File: src/rtl/jam_cost_server_if.sv
// Bus bundle between the JAM engine (master) and the cost-table server (slave).
// Carries the load stream, the W/J cost lookup, the result hand-off and the
// grading/status outputs.
interface jam_cost_server_if #(
  parameter int unsigned CYC_W = 19
);
  logic             LoadValid;
  logic [6:0]       LoadData;
  logic             LoadReady;
  logic [2:0]       W;
  logic [2:0]       J;
  logic [6:0]       Cost;
  logic             Valid;
  logic [9:0]       MinCost;
  logic [3:0]       MatchCount;
  logic [9:0]       ExpMinCost;
  logic [3:0]       ExpMatchCount;
  logic             Restart;
  logic             Done;
  logic             Pass;
  logic             Timeout;
  logic [CYC_W-1:0] CycleCount;

  modport master (
    output LoadValid, LoadData, W, J, Valid, MinCost, MatchCount,
           ExpMinCost, ExpMatchCount, Restart,
    input  LoadReady, Cost, Done, Pass, Timeout, CycleCount
  );

  modport slave (
    input  LoadValid, LoadData, W, J, Valid, MinCost, MatchCount,
           ExpMinCost, ExpMatchCount, Restart,
    output LoadReady, Cost, Done, Pass, Timeout, CycleCount
  );
endinterface

File: src/rtl/jam_cost_server.sv
// Cost-table responder for the JAM engine: streams in an 8x8 cost matrix,
// serves combinational W/J lookups, then grades the engine's result against
// the expected values while watching a serve-phase cycle budget.
module jam_cost_server #(
  parameter int unsigned MAX_CYCLES = 430000,
  parameter int unsigned CYC_W      = 19
) (
  input logic              CLK,
  input logic              RST_N,
  jam_cost_server_if.slave bus
);
  typedef enum logic [1:0] {
    ST_LOAD,
    ST_SERVE,
    ST_DONE
  } state_e;

  localparam logic [CYC_W-1:0] LAST_CYC = CYC_W'(MAX_CYCLES - 1);

  state_e           state_q,   state_d;
  logic [5:0]       addr_q,    addr_d;
  logic [CYC_W-1:0] cyc_q,     cyc_d;
  logic             done_q,    done_d;
  logic             pass_q,    pass_d;
  logic             timeout_q, timeout_d;
  logic [6:0]       table_q [64];
  logic [6:0]       table_d [64];

  // Next-state, table write and grading decisions; Restart overrides everything.
  always_comb begin
    state_d   = state_q;
    addr_d    = addr_q;
    cyc_d     = cyc_q;
    done_d    = done_q;
    pass_d    = pass_q;
    timeout_d = timeout_q;
    table_d   = table_q;
    if (bus.Restart) begin
      state_d   = ST_LOAD;
      addr_d    = '0;
      cyc_d     = '0;
      done_d    = 1'b0;
      pass_d    = 1'b0;
      timeout_d = 1'b0;
    end else begin
      case (state_q)
        ST_LOAD: begin
          if (bus.LoadValid) begin
            table_d[addr_q] = bus.LoadData;
            addr_d          = addr_q + 6'd1;
            if (addr_q == 6'd63) begin
              state_d = ST_SERVE;
            end
          end
        end
        ST_SERVE: begin
          // Count includes the completing edge so the frozen value equals
          // the number of serve cycles spent.
          cyc_d = cyc_q + 1'b1;
          if (bus.Valid) begin
            state_d   = ST_DONE;
            done_d    = 1'b1;
            pass_d    = (bus.MinCost == bus.ExpMinCost) &&
                        (bus.MatchCount == bus.ExpMatchCount);
            timeout_d = 1'b0;
          end else if (cyc_q == LAST_CYC) begin
            state_d   = ST_DONE;
            done_d    = 1'b1;
            pass_d    = 1'b0;
            timeout_d = 1'b1;
          end
        end
        default: ;
      endcase
    end
  end

  // State, status and table registers with asynchronous active-low reset.
  always_ff @(posedge CLK or negedge RST_N) begin
    if (!RST_N) begin
      state_q   <= ST_LOAD;
      addr_q    <= '0;
      cyc_q     <= '0;
      done_q    <= 1'b0;
      pass_q    <= 1'b0;
      timeout_q <= 1'b0;
      for (int unsigned i = 0; i < 64; i++) begin
        table_q[i] <= '0;
      end
    end else begin
      state_q   <= state_d;
      addr_q    <= addr_d;
      cyc_q     <= cyc_d;
      done_q    <= done_d;
      pass_q    <= pass_d;
      timeout_q <= timeout_d;
      table_q   <= table_d;
    end
  end

  // Lookup is unregistered: the engine moves W/J on the falling edge and
  // accumulates Cost on the following rising edge.
  assign bus.Cost       = (state_q == ST_LOAD) ? '0 : table_q[{bus.W, bus.J}];
  assign bus.LoadReady  = (state_q == ST_LOAD);
  assign bus.Done       = done_q;
  assign bus.Pass       = pass_q;
  assign bus.Timeout    = timeout_q;
  assign bus.CycleCount = cyc_q;
endmodule

File: src/flat_wrapper.sv
// flat-port wrapper written by rule: the top's interface ports become plain ports
module jam_cost_server_flat 
#(
  parameter int unsigned MAX_CYCLES = 430000,
  parameter int unsigned CYC_W      = 19
)
  (CLK, RST_N, bus_LoadValid, bus_LoadData, bus_W, bus_J, bus_Valid, bus_MinCost, bus_MatchCount, bus_ExpMinCost, bus_ExpMatchCount, bus_Restart, bus_LoadReady, bus_Cost, bus_Done, bus_Pass, bus_Timeout, bus_CycleCount);
  jam_cost_server_if #(.CYC_W(CYC_W)) bus_i ();
  input logic CLK;
  input logic RST_N;
  input wire logic [$bits(bus_i.LoadValid)-1:0] bus_LoadValid;
  input wire logic [$bits(bus_i.LoadData)-1:0] bus_LoadData;
  input wire logic [$bits(bus_i.W)-1:0] bus_W;
  input wire logic [$bits(bus_i.J)-1:0] bus_J;
  input wire logic [$bits(bus_i.Valid)-1:0] bus_Valid;
  input wire logic [$bits(bus_i.MinCost)-1:0] bus_MinCost;
  input wire logic [$bits(bus_i.MatchCount)-1:0] bus_MatchCount;
  input wire logic [$bits(bus_i.ExpMinCost)-1:0] bus_ExpMinCost;
  input wire logic [$bits(bus_i.ExpMatchCount)-1:0] bus_ExpMatchCount;
  input wire logic [$bits(bus_i.Restart)-1:0] bus_Restart;
  output wire logic [$bits(bus_i.LoadReady)-1:0] bus_LoadReady;
  output wire logic [$bits(bus_i.Cost)-1:0] bus_Cost;
  output wire logic [$bits(bus_i.Done)-1:0] bus_Done;
  output wire logic [$bits(bus_i.Pass)-1:0] bus_Pass;
  output wire logic [$bits(bus_i.Timeout)-1:0] bus_Timeout;
  output wire logic [$bits(bus_i.CycleCount)-1:0] bus_CycleCount;
  assign bus_i.LoadValid = bus_LoadValid;
  assign bus_i.LoadData = bus_LoadData;
  assign bus_i.W = bus_W;
  assign bus_i.J = bus_J;
  assign bus_i.Valid = bus_Valid;
  assign bus_i.MinCost = bus_MinCost;
  assign bus_i.MatchCount = bus_MatchCount;
  assign bus_i.ExpMinCost = bus_ExpMinCost;
  assign bus_i.ExpMatchCount = bus_ExpMatchCount;
  assign bus_i.Restart = bus_Restart;
  assign bus_LoadReady = bus_i.LoadReady;
  assign bus_Cost = bus_i.Cost;
  assign bus_Done = bus_i.Done;
  assign bus_Pass = bus_i.Pass;
  assign bus_Timeout = bus_i.Timeout;
  assign bus_CycleCount = bus_i.CycleCount;
  jam_cost_server #(.MAX_CYCLES(MAX_CYCLES), .CYC_W(CYC_W)) u_core (.CLK(CLK), .RST_N(RST_N), .bus(bus_i));
endmodule
File: config.mk
export PLATFORM = sky130hd
export DESIGN_NAME = jam_cost_server_flat
export DESIGN_NICKNAME = d
export VERILOG_FILES = /design/src/rtl/jam_cost_server_if.sv /design/src/rtl/jam_cost_server.sv /design/src/flat_wrapper.sv
export SDC_FILE = /design/constraint.sdc
export NUM_CORES = 1
export LEC_CHECK = 0
export ABC_CLOCK_PERIOD_IN_PS = 2400
export BUFFER_PORTS_ARGS = -buffer_cell sky130_fd_sc_hd__buf_2
export CORE_ASPECT_RATIO = 1.2
export CORE_MARGIN = 3
export CORE_UTILIZATION = 35
export CTS_BUF_LIST = sky130_fd_sc_hd__clkbuf_4 sky130_fd_sc_hd__clkbuf_8
export CTS_CLUSTER_DIAMETER = 200
export DETAILED_ROUTE_END_ITERATION = 8
export GPL_TIMING_DRIVEN = 0
export PLACE_DENSITY = 0.61
export SYNTH_ARGS = -nofsm -noshare
export SYNTH_HDL_FRONTEND = slang
export SYNTH_SLANG_ARGS = --single-unit
File: constraint.sdc
create_clock -name CLK -period 2.4 [get_ports CLK]
set_input_delay 0.12 -clock CLK [delete_from_list [all_inputs] [get_ports CLK]]
set_output_delay 0.12 -clock CLK [all_outputs]
set_load 0.02 [all_outputs]
## After elaboration in Yosys (flattened, before gate mapping)

Cells that the tools add are included.

- Word-level logic and storage cells: 127
- RAM bits: 0
- Bits of input ports: 46
- Bits in read-only memories: 0
- Bits in registers: 478
- Memories kept: 0
- Bits in latches: 0

- Divide/modulo/power cells: 0
- Add/sub/neg operators: 2
- Muxes and demuxes: 29
- Equality and inequality tests: 8
- Reductions and logical operators: 12
- Shift-type cells: 0
- $lt $le $gt $ge: 3
- Bitwise gates (word level): 3
- Multiply operators: 0

Operators with widths:

| operator | count |
|---|---|
| 448-bit bitwise mux | 1 |
| 7-bit binary-select mux with 6-bit select | 1 |
| 7-bit demux with 6-bit select | 1 |
| 19-bit two-way mux | 2 |
| 7-bit two-way mux | 4 |
| 19-bit by 1-bit adder with 19-bit output (second input constant) | 1 |
| 19-bit equality test (second input constant) | 1 |
| 6-bit two-way mux | 3 |
| 7-bit >= comparator (second input constant) | 2 |
| 6-bit NOT with 7-bit output | 2 |
| 1-bit two-way mux | 11 |
| 10-bit equality test | 1 |
| 2-bit two-way mux | 5 |
| 7-bit by 1-bit < comparator with 1-bit output (second input constant) | 1 |
| 6-bit by 1-bit adder with 6-bit output (second input constant) | 1 |
| 6-bit equality test (second input constant) | 1 |
| 2-bit nonzero test | 3 |
| 3-bit nonzero test | 2 |
| 4-bit equality test | 1 |
| 4-bit by 3-bit inequality test with 1-bit output (second input constant) | 1 |
| 2-bit case mux with 2 select lines | 1 |
| 2-bit AND reduction | 2 |
| 4-bit AND reduction | 1 |
| 3-bit by 2-bit inequality test with 1-bit output (second input constant) | 1 |
| other kinds (6) | 7 |

## Longest topological paths before layout

Gate-level depths: netlist (run 1).

- Word-level depth: 6
- Mapped depth: 9
- Mapped depth without buffers: 6

## Least setup slack after synthesis (run 1)

Ideal clock, no wire load.

- Path kind: input port to output port
- From: input port bus_J[1]
- To: output port bus_Cost[5]
- Path slack: 0.087 ns
- Data required time: 2.280 ns
- Stages: 7
- Data arrival time: 2.193 ns
- Cell sequence: buf_4 > buf_2 > buf_4 > buf_1 > mux4_2 > a211oi_1 > o41ai_1

- Word-level cells in the longest chain between the ends: 5

Ends and longest elaborated chain:

| item | RTL line | source |
|---|---|---|
| start: declaration | flat_wrapper.sv:14 | `input wire logic [$bits(bus_i.J)-1:0] bus_J;` |
| 6-bit NOT with 7-bit output (implied by the code) | jam_cost_server.sv:103 | `assign bus.Cost = (state_q == ST_LOAD) ? '0 : table_q[{bus.W, bus.J}];` |
| 7-bit binary-select mux with 6-bit select | jam_cost_server.sv:103 |  |
| 7-bit two-way mux (implied by the code) (2 in a row) | jam_cost_server.sv:103 |  |
| 7-bit two-way mux | jam_cost_server.sv:103 |  |
| end: declaration | flat_wrapper.sv:22 | `output wire logic [$bits(bus_i.Cost)-1:0] bus_Cost;` |

Every way passes these cells. The select of a mux whose other input is x is not followed.

## Worst setup path after layout (run 1)

- From: register u_core.table_q[367] in the netlist's numbering
- To: output port bus_Cost[3]

- Word-level cells in the longest chain between the ends: 4

Ends and longest elaborated chain:

| item | RTL line | source |
|---|---|---|
| start: declaration | jam_cost_server.sv:26 | `logic [6:0] table_q [64];` |
| start signal: assignment | jam_cost_server.sv:97 | `table_q <= table_d;` |
| 7-bit binary-select mux with 6-bit select | jam_cost_server.sv:103 |  |
| 7-bit two-way mux (implied by the code) (2 in a row) | jam_cost_server.sv:103 |  |
| 7-bit two-way mux | jam_cost_server.sv:103 |  |

Every way passes these cells. The select of a mux whose other input is x is not followed.

==> results of run 1 <==
-- logic make-up (layout without fill, tap and decap cells) --
kind of cell               Yosys count  after routing
AOI/OAI and AO/OA                   68             68
xor gates and xnor gates            35             35
adders and majority gates            2              2
buffers and inverters              113            348
DFF                                478            478
muxes                              585            585
other                                0              3
and+or+nand+nor                    217            217
-- Yosys cell counts (all sizes together), types with 6 or more instances --
cell type	instances	area (sq um)
mux4	114	2570
nor2b	15	93.8
o22ai	11	68.8
clkbuf	66	248
xnor2	27	236
o21ai	14	70.1
nor4	6	37.5
mux2	451	5080
mux2i	20	200
xor2	8	70.1
nand2b	11	68.8
nand3	15	75.1
a21oi	10	50.1
dfrtp	478	12000
a211oi	8	60.1
buf	42	200
nand4	7	43.8
nor3	11	88.8
nor2	46	190
nand2	76	365
-- through the flow --
step | setup WS, ns | area [sq um] | power, mW
6_report | -0.639 | 26300 | 17.0
4_1_cts | -0.593 | 26100 | 17.1
3_5_place_dp | -1.78 | 23700 | 9.63
2_1_floorplan | 0.0874 | 22300 | 9.02
5_1_grt | -0.593 | 26300 | 17.5
3_3_place_gp | -8.11 | 23600 | 9.57
-- cell usage in the layout, fill, tap and decap left out, types with 12 or more instances in the layout --
cell type	Yosys	routed
clkbuf_1	66	52
clkbuf_4	0	37
dfrtp_1	478	475
clkbuf_8	0	93
dlygate4sd3_1	0	16
nor2b_1	15	14
xnor2_1	27	27
mux2_2	442	441
buf_2	25	69
nor2_1	39	37
nand2_2	32	46
buf_6	0	18
mux4_2	114	114
buf_4	3	12
nand3_1	15	14
nand2_1	44	26
-- area by class of cell --
cell class	instances	area [sq um]
antenna	3	7.51
buffer	105	594
clock buffer	124	1510
clock inverter	13	103
fill	5631	36200
inverter	5	18.8
multi-input combinational	907	10200
sequential	478	12000
tap	816	1020
timing repair buffer	101	868
-- flip-flops by register name, indices dropped and copies added, names as in the netlist --
| signal | count |
|---|---|
| u_core.state_q | 2 |
| u_core.bus.CycleCount | 19 |
| u_core.bus.Timeout | 1 |
| u_core.bus.Pass | 1 |
| u_core.table_q | 448 |
| u_core.bus.Done | 1 |
| u_core.addr_q | 6 |
-- critical path, delay by kind of cell (launching register included) --
family / cells / cell delay (ns)
AOI/OAI and AO/OA: 2 / 0.63
buffers and inverters: 1 / 0.21
DFF: 1 / 0.38
muxes: 2 / 1.06
-- power breakdown --
group          leakage, nW  total [mW]  switching (mW)  internal, mW
Clock                0.854        7.41            3.32          4.09
Combinational         4.99        1.27           0.797         0.474
Sequential            6.63        8.31          0.0881          8.22
-- worst min-delay path by stage --
stage               from  depth (start not counted)                   to  slack [ns]
6_report           RST_N                          3  u_core.table_q[157]        0.05
5_1_grt            RST_N                          3  u_core.table_q[164]        0.07
4_1_cts            RST_N                          3  u_core.table_q[164]        0.02
3_5_place_dp       RST_N                          1  u_core.table_q[129]        0.07
3_3_place_gp   bus_Valid                          2   u_core.bus.Timeout        0.35
2_1_floorplan      RST_N                          0     u_core.addr_q[0]       -0.18
-- layer usage --
layer	vias to the layer above	wire (microns)	GRT usage, %
li1	5915	-	-
met1	7690	28200	26.3
met2	503	32900	34.0
met3	167	3840	3.24
met4	2	3480	9.99
met5	-	12	0
-- repair_timing --
item,in CTS,in global routing
resized for setup,129,38
pin swaps,11,7
hold buffers,17,0
gates cloned,0,0
setup endpoints to repair,455,153
setup buffers,12,2
hold endpoints to repair,297,0
==> metrics.md, run 1 <==
| Metric | Value |
|---|---|
| Syn_area_per_cell | about 15 sq um |
| Final ANT Viol Nets | 0 |
| Grt ovf | 0 |
| Dpl hpwl | 46400 microns |
| Vias in the first global route | 15047 |
| Post-Synth XOR/XNOR Area | 1.38% |
| Post-synthesis mux area share | about a third |
| Die Wd | 236 microns |
| Largest net degree at the start of global routing | 127 |
| Final cycle utilization of the critical path | 127% |
| Capture point of the critical path | bus_Cost[3] |
| Clock Path Buffers | 3 |
| Sequential fraction of the synthesis area | 53.8% |
| Root Buffer | clkbuf_8 |
| Distinct cell type count after synthesis | 59 |
| R2R depth | 6 |
| Peak supply drop | 416 uV |
| FFs w/ async S/R, synth | 100% |
| Hold_ws | 0.0491 ns |
| Req. time, crit path | 2.28 ns |
| Reg-to-Reg End | u_core.table_q[107] |
| Placer Congestion | 1.02 |
| CTS tree | yes |
| RSZ-0062 raised after global routing | true |
| Worst r2r src | u_core.state_q[0] |
| Crit path launch type | flip-flop |
| Drt drc | 0 |
| Largest family of logic cells by synthesized area | multiplexers |
| Violated checks | negative setup slack |
| Power Density | 647 nW/um^2 |
| Worst Setup Path Type | reg -> out |
| Initial core utilization | ~36% |
| DRT iter0 DRCs | 923 |
| Post-Synthesis Cells | about 1500 |
| Dpl cells | 2384 |
| Synth Area in Compound Gates | 2.05% |
| Crit. End Element | primary output |
| Adder-cell share of the synthesized area | 0.112% |
| Crit-path cells | mux4_2 -> mux4_2 -> o211ai_1 -> o41ai_2 -> buf_2 |
| Detailed Routing Iterations Pass 1 | 7 |
| Layout area overhead | 18.1% |
| I/O pins | 76 |
| Core Rows | 100 |
| Hold Vio Cnt, Final | 0 |
| Initial antenna violation count | 4 |
| Max Cap Viol | 0 |
| Leak Pwr | 12.5 nW |
| Final setup violation count | 7 |
| Status | complete, but fails checks |
| First-pass GRT wire length | 101000 microns |
| Period minus WS final | 3.04 ns |
| Max Clk Rate | 0.329 GHz |
| # port buffers | 66 |
| R2R Setup Slk | 0.02 ns |
| GRT Total Usage | about a fifth |
| Final net count | 1724 |
| DR vias | between 10000 and 15000 |
| Maximum fanout along the worst path | 2 |
| Clk Latency, worst-skew pair | 0.68 ns |
| Min-Delay Path Class | in -> async |
| Max transition margin | 11.5% |
| CP dominant cell by count | mux4_2 |
| Htree depth | 3 |
| CTS Buf Count | 78 |
| Via/cell ratio | 5.59 |
| Critical path arrival | 2.92 ns |
| Die area | 66700 sq um |
| Cell at the slowest stage of the critical path | mux4_2 |
| Worst Tran Pin Value | around 1.3 ns |
| Max-slew violations | 0 |
| CTS Sinks | ~480 |
| Sum Neg Setup Slack | -2.01 ns |
| Synth Warn # | 0 |
| Finished Core Util | 42.1% |
| Core Box Area | 62400 sq um |
| Drt wl/cell | between 20 and 30 microns |
| Top FF cell, synth | dfrtp_1 |
| Clk_skew | 0.0394 ns |
| Synth Net Count | 1546 |
| Die Y | 282 microns |
| Reg clk slew, reported paths | approximately 0.06 ns |
| Setup ws final | -0.639 ns |
| Yosys reg bits | about 480 |
| Post-synthesis simple-gate area fraction | 5.35% |
| Crit-path max cell delay | roughly 0.54 ns |
| Share of cells above drive strength 1 | 53.4% |
| CP startpoint | u_core.table_q[367] |
| Drt total wl | just under 70000 microns |
| Final std cells w/o fill | 2552 |
| Post-synth EDFFs | 0 |
| Synth Cell Area | 22300 sq um |
(Power assumes the default switching activity.)
==> run 2, diff against run 1 <==
--- a/config.mk
+++ b/config.mk
@@ -10,7 +10,7 @@
 export CORE_ASPECT_RATIO = 1.2
 export CORE_MARGIN = 3
 export CORE_UTILIZATION = 35
-export CTS_BUF_LIST = sky130_fd_sc_hd__clkbuf_4 sky130_fd_sc_hd__clkbuf_8
+export CTS_BUF_LIST = sky130_fd_sc_hd__clkbuf_8
 export CTS_CLUSTER_DIAMETER = 200
 export DETAILED_ROUTE_END_ITERATION = 8
 export GPL_TIMING_DRIVEN = 0
==> run 2 against run 1 <==
  * The run still ends with negative setup slack left
  * Design area decreased by 0.40%
  * Wire length shrank 0.35%
  * Power fell by 2.9%
  * Worst setup slack better by 0.060 ns
  * Sequential power is essentially flat
  * Critical path depth unchanged
  * Clock skew rose by 0.0030 ns
  * Global-route usage hardly changed
  * Highest routed layer unchanged
  * Cell count is essentially flat
  * Die area unchanged
==> metrics.md, run 2 (same netlist as run 1, synthesis figures left out) <==
| Metric | Value |
|---|---|
| Sum Neg Setup Slack | -1.90 ns |
| Dpl hpwl | 46400 microns |
| Crit path launch type | flip-flop |
| Worst Tran Pin Value | 1.38 ns |
| Detailed Routing Iterations Pass 1 | 7 |
| R2R depth | 6 |
| DRT iter0 DRCs | roughly 940 |
| Layout area overhead | 17.6% |
| Commonest non-fill, non-tap cell in the layout | dfrtp_1 |
| Number of flip-flops in the largest register | between 400 and 500 |
| Final net count | 1725 |
| CP dominant cell by count | mux4_2 |
| Peak supply drop | around 340 uV |
| Most frequent cells in the layout | dfrtp_1, mux2_2, mux4_2 |
| Drt drc | 0 |
| CTS Buf Count | 78 |
| CP Depth | 5 |
| GRT Total Usage | 20.4% |
| Die Y | 282 microns |
| Final ANT Viol Nets | 0 |
| Core Rows | 100 |
| RSZ-0062 raised after global routing | true |
| Largest net degree at the start of global routing | 127 |
| CTS Sinks | 478 |
| CTS tree | yes |
| Dpl cells | around 2400 |
| Crit. End Element | primary output |
| DR vias | 14243 |
| Drt wl/cell | 26.7 microns |
| Crit-path cells | mux4_2 -> mux4_2 -> o211ai_1 -> o41ai_2 -> buf_2 |
| Period minus WS final | approximately 3.0 ns |
| Leak Pwr | ~13 nW |
| # port buffers | 66 |
| Setup ws final | -0.579 ns |
| Filler Cells Inserted | 5636 |
| Reg-to-Reg End | u_core.table_q[107] |
| Hold Vio Cnt, Final | 0 |
| Share of cells above drive strength 1 | 51.6% |
| Core Box Area | 62400 sq um |
| Capture point of the critical path | bus_Cost[3] |
| Max transition margin | 7.77% |
| R2R Setup Slk | 0 ns |
| Hold_ws | 0.0474 ns |
| I/O pins | between 70 and 80 |
| Req. time, crit path | 2.28 ns |
| Via/cell ratio | around 5.6 |
| Vias in the first global route | ~15000 |
| Reg clk slew, reported paths | 0.06 ns |
| Initial antenna violation count | 5 |
| Maximum fanout along the worst path | 2 |
| Crit-path max cell delay | 0.54 ns |
| Power Density | ~630 nW/um^2 |
| Clock Path Buffers | 3 |
| Htree depth | 3 |
| Min-Delay Path Class | in -> async |
| Final setup violation count | 7 |
| Worst r2r src | u_core.state_q[0] |
| Largest Register | u_core.table_q |
| Buffer and inverter count on the worst path | 1 |
| Violated checks | negative setup slack |
| Max-slew violations | 0 |
| Overall power | 16.5 mW |
| Placer Congestion | 1.02 |
| Final std cells w/o fill | 2554 |
| Final cycle utilization of the critical path | 124% |
| Status | complete, but fails checks |
| CP startpoint | u_core.table_q[367] |
| Grt ovf | 0 |
| Clk_skew | 0.0424 ns |
| Cell at the slowest stage of the critical path | mux4_2 |
| Clk Latency, worst-skew pair | 0.67 ns |
| Critical path arrival | 2.86 ns |
| Die Wd | 236 microns |
| Drt total wl | 68200 microns |
| Max Cap Viol | 0 |
| Largest delay share family, worst path | multiplexers |
| Max Clk Rate | around 0.34 GHz |
| Initial core utilization | 35.6% |
| Worst Setup Path Type | reg -> out |
| First-pass GRT wire length | slightly above 100000 microns |
| Die area | 66700 sq um |
| Root Buffer | clkbuf_8 |
## run 2: cell count changes in the layout (fill, tap and decap cells not counted), moves of 2 or more
cell,delta
buf_4,+2
nand2_1,+2
nand2_2,-4
inv_1,+31
clkbuf_4,-31
nand2_4,+2
## run 2: tightest hold or removal path: stages
cell and delay, ns:
dlygate4sd3_1 0.56, buf_8 0.15, buf_16 0.25
## run 2: timing repair
item	in CTS	in global routing
buffers inserted	12	3
hold buffers	17	0
pin swaps	11	7
gates cloned	0	0
endpoints found under the setup margin	455	154
endpoints found under the hold margin	297	0
gates resized for setup	129	39
## run 2: cell type report
| cell class | count | area, sq um | share of cell area [%] |
|---|---|---|---|
| flip-flops and latches | 478 | 12000 | 45.7 |
| diodes | 4 | 10.0 | 0.0382 |
| multi-input cells | 907 | 10200 | 38.9 |
| well taps | 816 | 1020 | 3.90 |
| plain buffers | 105 | 596 | 2.28 |
| clock buffers | 93 | 1280 | 4.89 |
| clock inverters | 44 | 219 | 0.837 |
| repair buffers | 102 | 872 | 3.33 |
| inverters | 5 | 18.8 | 0.0717 |
## run 2: how the worst min path moves through the flow
stage | startpoint | end | slack (ns) | depth (start not counted)
5_1_grt | RST_N | u_core.table_q[164] | 0.06 | 3
3_3_place_gp | bus_Valid | u_core.bus.Timeout | 0.35 | 2
6_report | RST_N | u_core.table_q[151] | 0.05 | 3
4_1_cts | RST_N | u_core.table_q[164] | 0.02 | 3
2_1_floorplan | RST_N | u_core.addr_q[0] | -0.18 | 0
3_5_place_dp | RST_N | u_core.table_q[129] | 0.07 | 1
## run 2: metrics by stage
stage,utilization [%],worst slack [ns],area [sq um]
5_1_grt,41.9,-0.566,26200
6_report,41.9,-0.579,26200
3_3_place_gp,37.8,-8.11,23600
4_1_cts,41.6,-0.593,26000
2_1_floorplan,-,0.0874,22300
3_5_place_dp,38.0,-1.78,23700
## run 2: power by group
part           switching, mW  internal (mW)  leakage (nW)  total, mW
sequential            0.0868           8.22          6.63       8.31
clock                   3.31           3.61         0.876       6.92
combinational          0.798          0.475          5.02       1.27
total                   4.20           12.3          12.5       16.5
## run 2: routing by layer
layer,routed length [microns],GRT usage [%],share of wire [%]
met1,27600,26.0,40
met2,32700,33.7,48
met3,4260,3.84,6.3
met4,3660,10.2,5.4
met5,27,0,0.040
==> run 3, diff against run 2 <==
==> constraint.sdc (replaced) <==
create_clock -name CLK -period 2.4 [get_ports CLK]
set_input_delay 0.36 -clock CLK [delete_from_list [all_inputs] [get_ports CLK]]
set_output_delay 0.36 -clock CLK [all_outputs]
set_load 0.02 [all_outputs]
==> run 3 against run 2 <==
  * The flow still finishes with violations (negative setup slack)
  * Wire length increased by 0.59%
  * Design area increased by 0.92%
  * Sequential share of layout area decreased by 0.42 points
  * Non-clock buffer count increased by 4
  * Cell count about the same
  * Clock power decreased by 1%
  * Count of clock-buffer cells in the layout decreased by 1
  * Via count decreased by 0.41%
  * Sequential power about the same
  * Critical path type unchanged
  * Largest cell class unchanged
  * Largest power group unchanged
==> metrics.md, run 3 (same netlist as run 1, synthesis figures left out) <==
| Metric | Value |
|---|---|
| Status | complete, but fails checks |
| Violated checks | negative setup slack |
| Crit path launch type | flip-flop |
| Initial antenna violation count | 3 |
| Clock Path Buffers | 3 |
| Period minus WS final | 3.26 ns |
| CTS tree | yes |
| Max-slew violations | 0 |
| Setup ws final | -0.861 ns |
| # port buffers | 66 |
| I/O pins | 76 |
| Clk_skew | ~0.029 ns |
| Cell at the slowest stage of the critical path | mux4_2 |
| Switching Power | between 4 and 5 mW |
| Detailed Routing Iterations Pass 1 | 5 |
| DR vias | 14184 |
| Initial core utilization | 35.6% |
| Min-Delay Path Class | in -> reg |
| Crit-path cells | mux4_2 -> mux4_2 -> o211ai_1 -> o41ai_4 -> buf_2 |
| Peak supply drop | about 360 uV |
| CTS Buf Count | 78 |
| Final cycle utilization of the critical path | 136% |
| R2R Setup Slk | 0.06 ns |
| CP dominant cell by count | mux4_2 |
| Drt wl/cell | 26.9 microns |
| Die Y | roughly 280 microns |
| First-pass GRT wire length | 102000 microns |
| Reg clk slew, reported paths | 0.06 ns |
| Sum Neg Setup Slack | -3.26 ns |
| Overall power | about 16 mW |
| Logic gate share of total power | roughly 8% |
| Crit-path max cell delay | between 0.5 and 0.6 ns |
| Max transition margin | 20.1% |
| Leak Pwr | 12.7 nW |
| Crit. End Element | primary output |
| Die Wd | 236 microns |
| Max Cap Viol | 0 |
| Root Buffer | clkbuf_8 |
| GRT Total Usage | 20.7% |
| Flop pwr share | 50.5% |
| Maximum fanout along the worst path | 2 |
| Cell-internal power | 12.3 mW |
| Clk pwr share | 41.5% |
| Power Density | 623 nW/um^2 |
| Vias in the first global route | 15456 |
| Filler Cells Inserted | 5639 |
| Max Clk Rate | 0.307 GHz |
| Largest net degree at the start of global routing | 126 |
| Via/cell ratio | 5.56 |
| Commonest non-fill, non-tap cell in the layout | dfrtp_1 |
| Number of flip-flops in the largest register | ~450 |
| Final net count | roughly 1700 |
| Grt ovf | 0 |
| Hold Vio Cnt, Final | 0 |
| Share of cells above drive strength 1 | 53.5% |
| Die area | 66700 sq um |
| Req. time, crit path | around 2.0 ns |
| Layout area overhead | 18.7% |
| Most frequent cells in the layout | dfrtp_1, mux2_2, mux4_2 |
| Switching part of the total power | between 20% and 30% |
| Core Rows | 100 |
| CTS Sinks | 478 |
| RSZ-0062 raised after global routing | true |
| Htree depth | 3 |
| Final ANT Viol Nets | 0 |
| Placer Congestion | a little under 0.9 |
| Drt drc | 0 |
| Worst Setup Path Type | reg -> out |
| Largest Register | u_core.table_q |
| Worst Tran Pin Value | ~1.2 ns |
| DRT iter0 DRCs | 982 |
| Drt total wl | slightly below 70000 microns |
| Core Box Area | 62400 sq um |
| Final setup violation count | 7 |
| Dpl hpwl | 46900 microns |
| Clk Latency, worst-skew pair | 0.65 ns |
| Critical path arrival | 2.90 ns |
## run 3: changes by cell type in the layout (fill, tap and decap cells not counted), sizes merged, moves of 2 or more
cell and change:
buf +21, clkbuf -4, clkinv -3, inv +2, dlygate4sd3 -14, diode -3
## run 3: area by class of cell
class	count	area [sq um]	area share, %
multi-input cells	907	10300	39.1
diodes	1	2.50	0.00947
clock inverters	42	208	0.786
well taps	816	1020	3.87
clock buffers	92	1270	4.79
inverters	5	18.8	0.0710
repair buffers	106	838	3.17
flip-flops and latches	478	12000	45.3
plain buffers	105	766	2.90
## run 3: path summary, 6_finish.rpt
| path | from | to | cells after the start |
|---|---|---|---|
| worst max-delay path | u_core.table_q[367] | bus_Cost[3] | 5 |
| worst min-delay path | bus_Restart | u_core.state_q[1] | 3 |
| worst max register to register | u_core.state_q[0] | u_core.table_q[193] | 6 |
| worst min register to register | u_core.bus.Timeout | u_core.bus.Timeout | 1 |
| max in group asynchronous | RST_N | u_core.table_q[91] | 4 |
| min in group asynchronous | RST_N | u_core.table_q[247] | 2 |
## run 3: power by group through the flow
stage | registers, mW | logic (mW) | clock network (mW)
final | 8.32 | 1.32 | 6.83
after global routing | 8.32 | 1.40 | 7.34
after CTS | 8.31 | 1.28 | 6.98
after detailed placement | 8.45 | 1.18 | 0
after global placement | 8.45 | 1.14 | 0
after floorplan | 8.42 | 0.615 | 0
## run 3: critical path: cells and delay by family (launching register included)
kind / cells / cell delay [ns]
AO/OA/AOI/OAI: 2 / 0.63
buffers and inverters: 1 / 0.20
flip-flops: 1 / 0.37
multiplexers: 2 / 1.07
## run 3: what timing repair did
| action | 4_1_cts | 5_1_grt |
|---|---|---|
| hold buffers | 2 | 0 |
| setup endpoints to repair | 455 | 137 |
| pin swaps | 18 | 14 |
| buffers inserted | 17 | 17 |
| hold endpoints to repair | 44 | 0 |
| gates resized for setup | 163 | 50 |
## run 3: metrics by stage
stage          cell area [sq um]  instances  utilization, %  setup WS [ns]  hold slack [ns]
2_1_floorplan              22300       1498               -        -0.0718           0.0644
3_3_place_gp               23700       2380            38.0          -8.47            0.469
3_5_place_dp               23800       2384            38.1          -1.91            0.302
4_1_cts                    26100       2535            41.7         -0.928           0.0639
5_1_grt                    26400       2552            42.3         -0.941            0.113
6_report                   26400       2552            42.3         -0.861           0.0974
## run 3: layer usage
layer  GRT usage [%]  share of wire [%]  vias to the layer above
met4            11.0                5.4                        2
met2            34.7                 49                      500
met1            25.6                 41                     7573
li1                -                  -                     5930
met3            3.58                5.5                      179
met5               0              0.019                        -
